`config.mk`:
```
export PLATFORM = sky130hd
export DESIGN_NAME = rand_pick_requester
export DESIGN_NICKNAME = d
export VERILOG_FILES = /design/src/rtl/rand_pick_requester.sv
export SDC_FILE = /design/constraint.sdc
export NUM_CORES = 1
export LEC_CHECK = 0
export ABC_AREA = 1
export CORE_MARGIN = 2
export CORE_UTILIZATION = 59
export CTS_CLUSTER_DIAMETER = 80
export CTS_CLUSTER_SIZE = 10
export DETAILED_ROUTE_END_ITERATION = 16
export GPL_TIMING_DRIVEN = 0
export MAX_ROUTING_LAYER = met4
export PLACE_DENSITY = 0.88
export SLEW_MARGIN = 25
export SYNTH_ARGS = -nofsm -noshare
export SYNTH_HDL_FRONTEND = slang
export SYNTH_SLANG_ARGS = --single-unit
export TNS_END_PERCENT = 30
```
`constraint.sdc`:
```
create_clock -name clk -period 3.45 [get_ports clk]
set_clock_uncertainty 0.15 [all_clocks]
set_input_delay 0.8625 -clock clk [delete_from_list [all_inputs] [get_ports clk]]
set_output_delay 0.8625 -clock clk [all_outputs]
set_load 0.05 [all_outputs]
```
`src/rtl/rand_pick_requester.sv`:
```
// Requester front end for the 4-way random-start picker: per-lane FIFOs,
// LFSR start index, grant checking and a registered valid/ready output stage.
module rand_pick_requester #(
    parameter int unsigned DATA_W    = 16,
    parameter int unsigned DEPTH     = 4,
    parameter logic [7:0]  LFSR_SEED = 8'hA5
) (
    input  logic                  clk,
    input  logic                  reset,
    input  logic [3:0]            in_valid,
    input  logic [4*DATA_W-1:0]   in_data,
    output logic [3:0]            in_ready,
    output logic [3:0]            req_vec,
    output logic [1:0]            rand_num,
    input  logic [3:0]            grant,
    output logic                  out_valid,
    output logic [DATA_W-1:0]     out_data,
    output logic [1:0]            out_port,
    input  logic                  out_ready,
    output logic                  grant_err
);

    localparam int unsigned LANES = 4;
    localparam int unsigned PTR_W = $clog2(DEPTH);
    localparam int unsigned CNT_W = PTR_W + 1;
    // An all-zero seed would lock the LFSR, so it is replaced.
    localparam logic [7:0]  SEED  = (LFSR_SEED == 8'h00) ? 8'h01 : LFSR_SEED;

    logic [DATA_W-1:0] mem    [LANES][DEPTH];
    logic [PTR_W-1:0]  wr_ptr [LANES];
    logic [PTR_W-1:0]  rd_ptr [LANES];
    logic [CNT_W-1:0]  count  [LANES];
    logic [7:0]        lfsr;
    logic [3:0]        push;
    logic [3:0]        pop;
    logic              load_en;
    logic              grant_onehot;
    logic              grant_ok;
    logic              take;
    logic [1:0]        grant_idx;
    logic [DATA_W-1:0] head_data;

    // Lane status is derived from registered counts only.
    always_comb begin
        for (int i = 0; i < LANES; i++) begin
            in_ready[i] = (count[i] != CNT_W'(DEPTH));
            req_vec[i]  = (count[i] != '0);
            push[i]     = in_valid[i] && in_ready[i];
        end
    end

    assign grant_onehot = (grant != 4'b0) && ((grant & (grant - 4'd1)) == 4'b0);
    assign grant_ok     = grant_onehot && ((grant & ~req_vec) == 4'b0);
    assign load_en      = !out_valid || out_ready;
    assign take         = load_en && grant_ok;
    assign pop          = take ? grant : 4'b0;
    assign rand_num     = lfsr[1:0];

    always_comb begin
        grant_idx = 2'd0;
        for (int i = 0; i < LANES; i++) begin
            if (grant[i]) begin
                grant_idx = 2'(i);
            end
        end
        head_data = mem[grant_idx][rd_ptr[grant_idx]];
    end

    always_ff @(posedge clk) begin
        for (int i = 0; i < LANES; i++) begin
            if (push[i]) begin
                mem[i][wr_ptr[i]] <= in_data[i*DATA_W +: DATA_W];
            end
        end
    end

    always_ff @(posedge clk) begin
        if (reset) begin
            for (int i = 0; i < LANES; i++) begin
                wr_ptr[i] <= '0;
                rd_ptr[i] <= '0;
                count[i]  <= '0;
            end
        end else begin
            for (int i = 0; i < LANES; i++) begin
                if (push[i]) begin
                    wr_ptr[i] <= wr_ptr[i] + PTR_W'(1);
                end
                if (pop[i]) begin
                    rd_ptr[i] <= rd_ptr[i] + PTR_W'(1);
                end
                count[i] <= count[i] + CNT_W'(push[i]) - CNT_W'(pop[i]);
            end
        end
    end

    // Output register, error pulse and LFSR (taps 8,6,5,4).
    always_ff @(posedge clk) begin
        if (reset) begin
            out_valid <= 1'b0;
            out_data  <= '0;
            out_port  <= 2'd0;
            grant_err <= 1'b0;
            lfsr      <= SEED;
        end else begin
            lfsr      <= {lfsr[6:0], lfsr[7] ^ lfsr[5] ^ lfsr[4] ^ lfsr[3]};
            grant_err <= (grant != 4'b0) && !grant_ok;
            if (load_en) begin
                out_valid <= grant_ok;
                if (grant_ok) begin
                    out_data <= head_data;
                    out_port <= grant_idx;
                end
            end
        end
    end

endmodule

```
### Word-level counts from Yosys, hierarchy flattened

Memory sizes are Yosys's and may differ from the RTL's.
Cells that the tools add are included.

| operators by class | value |
|---|---|
| add/sub/neg operators | 17 |
| multiply operators | 0 |
| divide/modulo/power cells | 0 |
| $lt $le $gt $ge | 9 |
| equal/unequal tests | 4 |
| shift-type cells | 0 |
| muxes and demuxes | 58 |
| bitwise logic cells | 23 |
| reduce and logical (&&, ||, !) cells | 23 |

Operators with widths:

| kind | number |
|---|---|
| $mux W64 | 4 |
| $demux W16 S2 | 4 |
| $mux W16 | 6 |
| $bmux W16 S2 | 1 |
| $mux W1 | 28 |
| $mux W2 | 10 |
| $add A2 B1 Y2 const B | 8 |
| $ge A3 B3 Y1 const B | 5 |
| $not A2 Y3 | 5 |
| $add A3 B1 Y3 | 4 |
| $logic_and A1 B1 Y1 | 12 |
| $lt A3 B1 Y1 const B | 4 |
| $mux W3 | 4 |
| $ne A3 B3 Y1 const B | 4 |
| $or A1 B1 Y1 | 12 |
| $reduce_bool A3 Y1 | 4 |
| $sub A3 B1 Y3 | 4 |
| $and A4 B4 Y4 | 2 |
| $logic_not A4 Y1 | 2 |
| $mux W4 | 1 |
| $not A4 Y4 | 1 |
| $reduce_bool A4 Y1 | 1 |
| $sub A4 B1 Y4 const B | 1 |
| $xor A1 B1 Y1 | 3 |
| other kinds (3) | 4 |

| storage, ports and cells | value |
|---|---|
| bits in registers | 28 |
| bits in latches | 0 |
| RAM bits | 284 |
| bits in read-only memories | 0 |
| input port bits | 75 |
| output and inout bits | 30 |
| word-level logic and storage cells | 143 |
| memories kept | 4 |

Memories:

| memory | words | bits a word | rd ports | clocked after Yosys merged registers in | write ports | RTL line | text |
|---|---|---|---|---|---|---|---|
| mem | 4 | 64 | 1 | 0 | 4 | 29 | `logic [DATA_W-1:0] mem [LANES][DEPTH];` |
| count | 4 | 3 | 4 | 0 | 4 | 32 | `logic [CNT_W-1:0] count [LANES];` |
| rd_ptr | 4 | 2 | 5 | 0 | 4 | 31 | `logic [PTR_W-1:0] rd_ptr [LANES];` |
| wr_ptr | 4 | 2 | 4 | 0 | 4 | 30 | `logic [PTR_W-1:0] wr_ptr [LANES];` |

### Logic depth before layout (Yosys ltp)

Gate-level depths: netlist of the first run.
An unclocked memory read counts as a cell.

| logic depth | value |
|---|---|
| word-level depth | 12 |
| depth in mapped cells | 17 |
| depth with buffers taken out | 16 |

### Worst setup path before layout of the first run

Ideal clock, no wire load.

| timing path | value |
|---|---|
| path type | input to register |
| start point | input port grant[1] |
| end point | memory count[2][2] (netlist bit) |
| setup time | 70 ps |
| data arrival time | 2712 ps |
| data required time | 3230 ps |
| slack | 519 ps |
| stages on the path | 17 |
| buffers on the path | 2 |
| cells stage by stage | buf_2 inv_1 nand2_1 nand2_1 nand3_1 nor2_1 nand3_1 inv_2 buf_4 nand2_1 xor2_1 ha_1 inv_1 fa_1 inv_1 o21ai_0 a21oi_1 |

RTL lines:

| what | RTL line | text |
|---|---|---|
| from (decl) | 15 | `input logic [3:0] grant,` |
| to (decl) | 32 |  |

==> impl_metrics.tcl, run 1 <==
set metrics [dict create \
    finish.utilization 0.716 \
    crit_path_start "grant[3]" \
    vdd_ir_drop_max_mv 0.603 \
    finalSetupViolCount 0 \
    floorplan.die.height_um 159 \
    gp_congestion 0.950 \
    instances_no_fill 1952 \
    timing.critical_path.to_type "flop" \
    cp-endpoint "count[1][2]" \
    cts_sinks 312 \
    worstReg2RegEnd "count[2][2]" \
    synth.area.top_cells "sky130_fd_sc_hd__edfxtp_1, sky130_fd_sc_hd__nand2_1, sky130_fd_sc_hd__inv_1" \
    largest_net_degree_at_the_start_of_global_routing 17 \
    postSynth.asyncResetShare 0 \
    post-route-period-util 0.951 \
    finalWirelength_mm 39.3 \
    cts_made_buffers 37 \
    synth-edff-count 272 \
    chipWidth_um 159 \
    grt_pass1_vias 11100 \
    max_clock_freq_ghz 0.305 \
    ys_ff_latch 312 \
    timing.max_slew.rel_slack 0.357 \
    timing.critical_path.cells "clkdlybuf4s50_1, nor2_2, nand2_1, nand3_1, nor2_1, nand3_1, buf_2, nor2_2, xor2_1, ha_1, inv_1, fa_1, inv_1, o21ai_0, a21oi_1" \
    placeable_core_region_mm2 0.0235 \
    antenna_found_initial 1 \
    detailed_place_hpwl_mm 28.4 \
    maxSlewViolCount 0 \
    critPathLaunchType "input pin" \
    drt_drc_violations_left 0 \
    synth_seq_area_share 0.636 \
    worst_min_path_class "flop to flop" \
    yosysTopAreaCell "sky130_fd_sc_hd__edfxtp_1" \
    globalRouteOverflowTotal 0 \
    dp.cells 1883 \
    outcome "complete, no violations" \
    cts_hold_buffers 0 \
    worst_slew_pin_slew_ns 0.964 \
    worst-endpoint-required_ns 3.75 \
    finalSetupTns_ns 0 \
    crit_path_max_incr_delay_ns 0.52 \
    worst-endpoint-arrival_ns 3.58 \
    cp_top_family "buffers and inverters" \
    timing_worst_setup_path_type "input pin to flop" \
    design.final.nets 1702 \
    detail-route-antenna-nets 0 \
    timing.rr.start "count[0][1]" \
    reg2regPathDepth 17 \
    synthDistinctLibCells 25 \
    syn-num-nets 1551 \
    clk-insertion-delay-late_ns 0.52 \
    tritoncts "built" \
    grtUsageTotal 0.328 \
    r2r_setup_slack_ns 0.80 \
    cells_resized_by_post_cts_repair 1 \
    floorplan.die_area_mm2 0.0252 \
    average_wire_per_cell_in_the_routed_design_um 20.1 \
    initial_utilization 0.601 \
    clock_tree.htree_level_count 2 \
    dominantRegCellSynth "sky130_fd_sc_hd__edfxtp_1" \
    postSynthCellCount 1452 \
    cts_root_buffer "sky130_fd_sc_hd__clkbuf_16" \
    final_area_mm2 0.0168 \
    critical_path.max_fanout 10 \
    critPathBufInv 4 \
    timing.final.hold_violations 0 \
    final_layout_size_suffix_gt1_frac 0.0760 \
    synthToLayoutAreaGrowth_pct 19.1 \
    placement_rows 56 \
    power_density_mw_per_mm2 617 \
    synthDominantCellAreaShare 0.579 \
    max_cap_violations 0 \
    fillers 1568 \
    leakage_component_of_the_power_nw 7.11 \
    portBuffers 103 \
    worst-path-stages 15 \
    detail_route.iter0.violations 1404 \
    clock_pin_slew_worst_setup_and_hold_paths_ns 0.05 \
    post_cts_buffers 0 \
    synth_most_common_cell "sky130_fd_sc_hd__nand2_1" \
    synthesis.area_per_instance_um2 9.72 \
    io_pins 105 \
    leading_post_synthesis_cells_by_instance_count "sky130_fd_sc_hd__nand2_1, sky130_fd_sc_hd__edfxtp_1, sky130_fd_sc_hd__inv_1" \
    synthesis.area_mm2 0.0141 \
    vias_per_cell 5.65 \
    synth_warnings 0 \
    vias 11000 \
    setup_repair_after_global_routing_missed_its_margin "false" \
    cts_buffer_depth 3 \
    instance_area_at_placement_mm2 0.0157 \
    first_pass_grt_wire_length_mm 58.4 \
    cp_slowest_cell "sky130_fd_sc_hd__clkdlybuf4s50_1" \
    finalWorstPathRequiredPeriod_ns 3.28 \
    drtPass1Iterations 5 \
]
## kinds of logic after synthesis
| group | after synthesis | share of synthesized area |
|---|---|---|
| DFF | 312 | 0.636 |
| AOI/OAI and AO/OA | 33 | 0.0117 |
| xor gates and xnor gates | 14 | 0.00869 |
| buffers and inverters | 311 | 0.0882 |
| adders and majority gates | 24 | 0.0234 |
| and+or+nand+nor | 758 | 0.232 |
## power by group
group	total [mW]	internal [mW]	switching [mW]
Clock	3.56	2.11	1.45
Combinational	2.05	0.660	1.39
Sequential	4.75	4.58	0.173
Total	10.4	7.35	3.02
## stage by stage
step	hold slack (ns)	power [mW]	setup slack, ns
2_1_floorplan	0.238	6.05	0.519
3_3_place_gp	0.242	6.67	-0.436
3_5_place_dp	0.261	6.83	-0.523
4_1_cts	0.268	10.3	0.102
5_1_grt	0.289	10.7	0.0122
6_report	0.266	10.4	0.168
## flip-flops by register name (all words and copies together) (netlist names)
signal / count
count: 12
rd_ptr: 8
lfsr: 8
out_data: 16
out_valid: 1
mem: 256
wr_ptr: 8
out_port: 2
grant_err: 1
## metal layers
metal  wire length [µm]  GRT usage  vias to the layer above
met3               4080     0.0528                      194
met1              13800      0.388                     5112
met4               2810      0.219                        0
met2              18600      0.522                      766
li1                   -          -                     4951
met5                  0          -                        -
## layout make-up
| class | count | area (µm²) | share of cell area |
|---|---|---|---|
| sequential | 312 | 8970 | 0.534 |
| inverter | 239 | 897 | 0.0534 |
| clock inverter | 2 | 17.5 | 0.00104 |
| timing repair buffer | 112 | 1140 | 0.0678 |
| clock buffer | 66 | 1080 | 0.0641 |
| tap | 319 | 399 | 0.0238 |
| antenna | 1 | 2.50 | 0.000149 |
| buffer | 72 | 358 | 0.0213 |
| multi-input combinational | 829 | 3950 | 0.235 |
## cells in the final DEF (no fill, tap or decap), types with 5 or more instances in the layout
| cell | synthesis | layout |
|---|---|---|
| sky130_fd_sc_hd__a21oi_1 | 26 | 26 |
| sky130_fd_sc_hd__buf_1 | 10 | 10 |
| sky130_fd_sc_hd__buf_2 | 35 | 34 |
| sky130_fd_sc_hd__buf_4 | 7 | 6 |
| sky130_fd_sc_hd__buf_6 | 1 | 10 |
| sky130_fd_sc_hd__clkbuf_1 | 19 | 46 |
| sky130_fd_sc_hd__clkbuf_16 | 0 | 39 |
| sky130_fd_sc_hd__clkdlybuf4s50_1 | 0 | 103 |
| sky130_fd_sc_hd__dfxtp_1 | 40 | 40 |
| sky130_fd_sc_hd__edfxtp_1 | 272 | 272 |
| sky130_fd_sc_hd__ha_1 | 20 | 20 |
| sky130_fd_sc_hd__inv_1 | 234 | 234 |
| sky130_fd_sc_hd__inv_2 | 5 | 5 |
| sky130_fd_sc_hd__nand2_1 | 305 | 304 |
| sky130_fd_sc_hd__nand3_1 | 135 | 135 |
| sky130_fd_sc_hd__nand3b_1 | 48 | 48 |
| sky130_fd_sc_hd__nand4_1 | 15 | 15 |
| sky130_fd_sc_hd__nor2_1 | 232 | 214 |
| sky130_fd_sc_hd__nor2_2 | 0 | 18 |
| sky130_fd_sc_hd__nor3_1 | 12 | 12 |
| sky130_fd_sc_hd__o21ai_0 | 6 | 6 |
| sky130_fd_sc_hd__xnor2_1 | 8 | 8 |
| sky130_fd_sc_hd__xor2_1 | 6 | 6 |
## worst min path at each step
stage	startpoint	end	depth (start not counted)	slack, ns
after floorplan	lfsr[2]	lfsr[3]	2	0.24
after global placement	lfsr[2]	lfsr[3]	2	0.24
after detailed placement	lfsr[2]	lfsr[3]	2	0.26
after CTS	lfsr[2]	lfsr[3]	2	0.27
after global routing	lfsr[2]	lfsr[3]	2	0.29
final	lfsr[2]	lfsr[3]	2	0.27
## worst register-to-register path: stages, from the launching register on
cell                       delay (ns)
sky130_fd_sc_hd__dfxtp_1         0.41
sky130_fd_sc_hd__inv_1           0.08
sky130_fd_sc_hd__nand3b_1        0.15
sky130_fd_sc_hd__nand2_1         0.07
sky130_fd_sc_hd__nand2_1         0.06
sky130_fd_sc_hd__nand2_1         0.05
sky130_fd_sc_hd__inv_1           0.06
sky130_fd_sc_hd__nand3_1         0.09
sky130_fd_sc_hd__inv_2           0.14
sky130_fd_sc_hd__buf_6           0.18
sky130_fd_sc_hd__nand2_2         0.10
sky130_fd_sc_hd__xor2_1          0.16
sky130_fd_sc_hd__ha_1            0.16
sky130_fd_sc_hd__inv_1           0.04
sky130_fd_sc_hd__fa_1            0.35
sky130_fd_sc_hd__inv_1           0.08
sky130_fd_sc_hd__o21ai_0         0.09
sky130_fd_sc_hd__a21oi_1         0.15
Power figures use the tool's default switching activity.
==> run 2, diff against run 1 <==
--- a/config.mk
+++ b/config.mk
@@ -6,7 +6,7 @@
 export NUM_CORES = 1
 export LEC_CHECK = 0
 export ABC_AREA = 1
-export CORE_MARGIN = 2
+export CORE_MARGIN = 10
 export CORE_UTILIZATION = 59
 export CTS_CLUSTER_DIAMETER = 80
 export CTS_CLUSTER_SIZE = 10
==> impl_metrics.tcl, run 2 (synthesis results as in run 1) <==
set metrics [dict create \
    maxSlewViolCount 0 \
    portBuffers 103 \
    vias 11000 \
    cts_sinks 312 \
    globalRouteOverflowTotal 0 \
    cts_made_buffers 37 \
    first_pass_grt_wire_length_mm 59.8 \
    clock_pin_slew_worst_setup_and_hold_paths_ns 0.05 \
    detailed_place_hpwl_mm 28.7 \
    largest_net_degree_at_the_start_of_global_routing 17 \
    cp-endpoint "count[2][2]" \
    drtPass1Iterations 5 \
    detail-route-antenna-nets 0 \
    tritoncts "built" \
    max_cap_violations 0 \
    vias_per_cell 5.63 \
    final_layout_size_suffix_gt1_frac 0.0754 \
    crit_path_start "grant[3]" \
    outcome "complete, no violations" \
    worst_min_path_class "flop to flop" \
    reg2regPathDepth 17 \
    dp.cells 1883 \
    regArea_mm2 0.00897 \
    cts_root_buffer "sky130_fd_sc_hd__clkbuf_16" \
    switching_share 0.292 \
    critical_path.max_fanout 10 \
    fillers 1613 \
    initial_utilization 0.601 \
    power.internal_mw 7.35 \
    timing_worst_setup_path_type "input pin to flop" \
    antenna_found_initial 1 \
    finalWirelength_mm 39.7 \
    grt_pass1_vias 10900 \
    detail_route.iter0.violations 1473 \
    timing.final.hold_violations 0 \
    total_power_mw 10.4 \
    instances_no_fill 1952 \
    largest_register_ff_count 256 \
    worst_slew_pin_slew_ns 1.01 \
    vdd_ir_drop_max_mv 0.576 \
    timing.rr.start "count[0][1]" \
    cts_hold_buffers 0 \
    worstReg2RegEnd "count[2][2]" \
    max_clock_freq_ghz 0.307 \
    drt_drc_violations_left 0 \
    power_frac_clock 0.345 \
    post_cts_buffers 0 \
    design.final.nets 1702 \
    clock_tree.htree_level_count 2 \
    netSwitchingPower_mw 3.03 \
    power_frac_comb 0.198 \
    gp_congestion 0.975 \
    multi_input_area_mm2 0.00395 \
    floorplan.die_area_mm2 0.0305 \
    chipWidth_um 175 \
    placement_rows 56 \
    synthToLayoutAreaGrowth_pct 19.1 \
    critPathLaunchType "input pin" \
    finalSetupViolCount 0 \
    timing.critical_path.to_type "flop" \
    post-route-period-util 0.945 \
    grtUsageTotal 0.262 \
    clk-insertion-delay-late_ns 0.52 \
    timing.max_slew.rel_slack 0.326 \
    average_wire_per_cell_in_the_routed_design_um 20.3 \
    worst-endpoint-required_ns 3.75 \
    seq_power_share 0.457 \
    cts_buffer_depth 3 \
    floorplan.die.height_um 175 \
    worst-endpoint-arrival_ns 3.55 \
    finalSetupTns_ns 0 \
    layout_common_cells "sky130_fd_sc_hd__nand2_1, sky130_fd_sc_hd__edfxtp_1, sky130_fd_sc_hd__inv_1, sky130_fd_sc_hd__nor2_1, sky130_fd_sc_hd__nand3_1" \
    finalWorstPathRequiredPeriod_ns 3.26 \
    leakage_component_of_the_power_nw 7.11 \
    layout.cells.most_common "sky130_fd_sc_hd__nand2_1" \
    io_pins 105 \
    r2r_setup_slack_ns 0.81 \
    power_density_mw_per_mm2 618 \
    placeable_core_region_mm2 0.0235 \
]
run 2: cell count changes in the layout (fill, tap and decap cells not counted):
cell / previous run / this run
sky130_fd_sc_hd__nor2_4: 0 / 1
sky130_fd_sc_hd__nor2_2: 18 / 16
sky130_fd_sc_hd__nor2_1: 214 / 215
run 2: worst max-delay path, stage by stage:
cell and delay, ns:
sky130_fd_sc_hd__clkdlybuf4s50_1 0.55, sky130_fd_sc_hd__inv_2 0.16, sky130_fd_sc_hd__nand2_1 0.10, sky130_fd_sc_hd__nand2_1 0.07
sky130_fd_sc_hd__nand3_1 0.07, sky130_fd_sc_hd__nor2_1 0.13, sky130_fd_sc_hd__nand3_1 0.12, sky130_fd_sc_hd__inv_2 0.15
sky130_fd_sc_hd__buf_6 0.18, sky130_fd_sc_hd__nand2_2 0.10, sky130_fd_sc_hd__xor2_1 0.16, sky130_fd_sc_hd__ha_1 0.16
sky130_fd_sc_hd__inv_1 0.05, sky130_fd_sc_hd__fa_1 0.35, sky130_fd_sc_hd__inv_1 0.08, sky130_fd_sc_hd__o21ai_0 0.10
sky130_fd_sc_hd__a21oi_1 0.17
run 2: routing by layer:
layer,vias up,wire length [µm],GRT usage
met3,176,4360,0.0588
li1,4949,-,-
met4,0,2540,0.165
met2,738,18900,0.408
met1,5123,13900,0.304
met5,-,0,-
run 2: layout make-up:
class	instances	area share
flip-flops and latches	312	0.534
multi-input cells	829	0.235
repair buffers	112	0.0678
clock buffers	66	0.0641
inverters	239	0.0534
well taps	319	0.0237
plain buffers	72	0.0213
clock inverters	2	0.00104
diodes	1	0.000149
run 2: power by group through the flow:
stage	Clock, mW	Sequential (mW)	Combinational (mW)
6_report	3.58	4.75	2.05
5_1_grt	3.74	4.78	2.24
4_1_cts	3.59	4.75	2.03
3_5_place_dp	0	4.82	2.01
3_3_place_gp	0	4.80	1.87
2_1_floorplan	0	4.90	1.15
run 2: worst min path at each step:
stage	startpoint	to	slack, ns	cells past startpoint
final	lfsr[6]	lfsr[7]	0.25	1
after detailed placement	lfsr[6]	lfsr[7]	0.25	1
after global routing	lfsr[6]	lfsr[7]	0.27	1
after CTS	lfsr[6]	lfsr[7]	0.25	1
after global placement	lfsr[2]	lfsr[3]	0.24	2
after floorplan	lfsr[2]	lfsr[3]	0.24	2
run 2: repair_timing:
item                                    in CTS  in global routing
endpoints found under the setup margin       1                  3
resized for setup                            1                  6
cloned                                       0                  0
pin swaps                                    0                  0
run 2: per-stage QoR:
step           setup slack [ns]  hold slack [ns]  instance area, µm²  utilization
2_1_floorplan             0.519            0.238               14100            -
3_3_place_gp             -0.480            0.243               15500        0.662
3_5_place_dp             -0.588            0.246               15700        0.668
4_1_cts                  0.0617            0.255               16800        0.715
5_1_grt                 -0.0225            0.267               16800        0.716
6_report                  0.190            0.252               16800        0.716
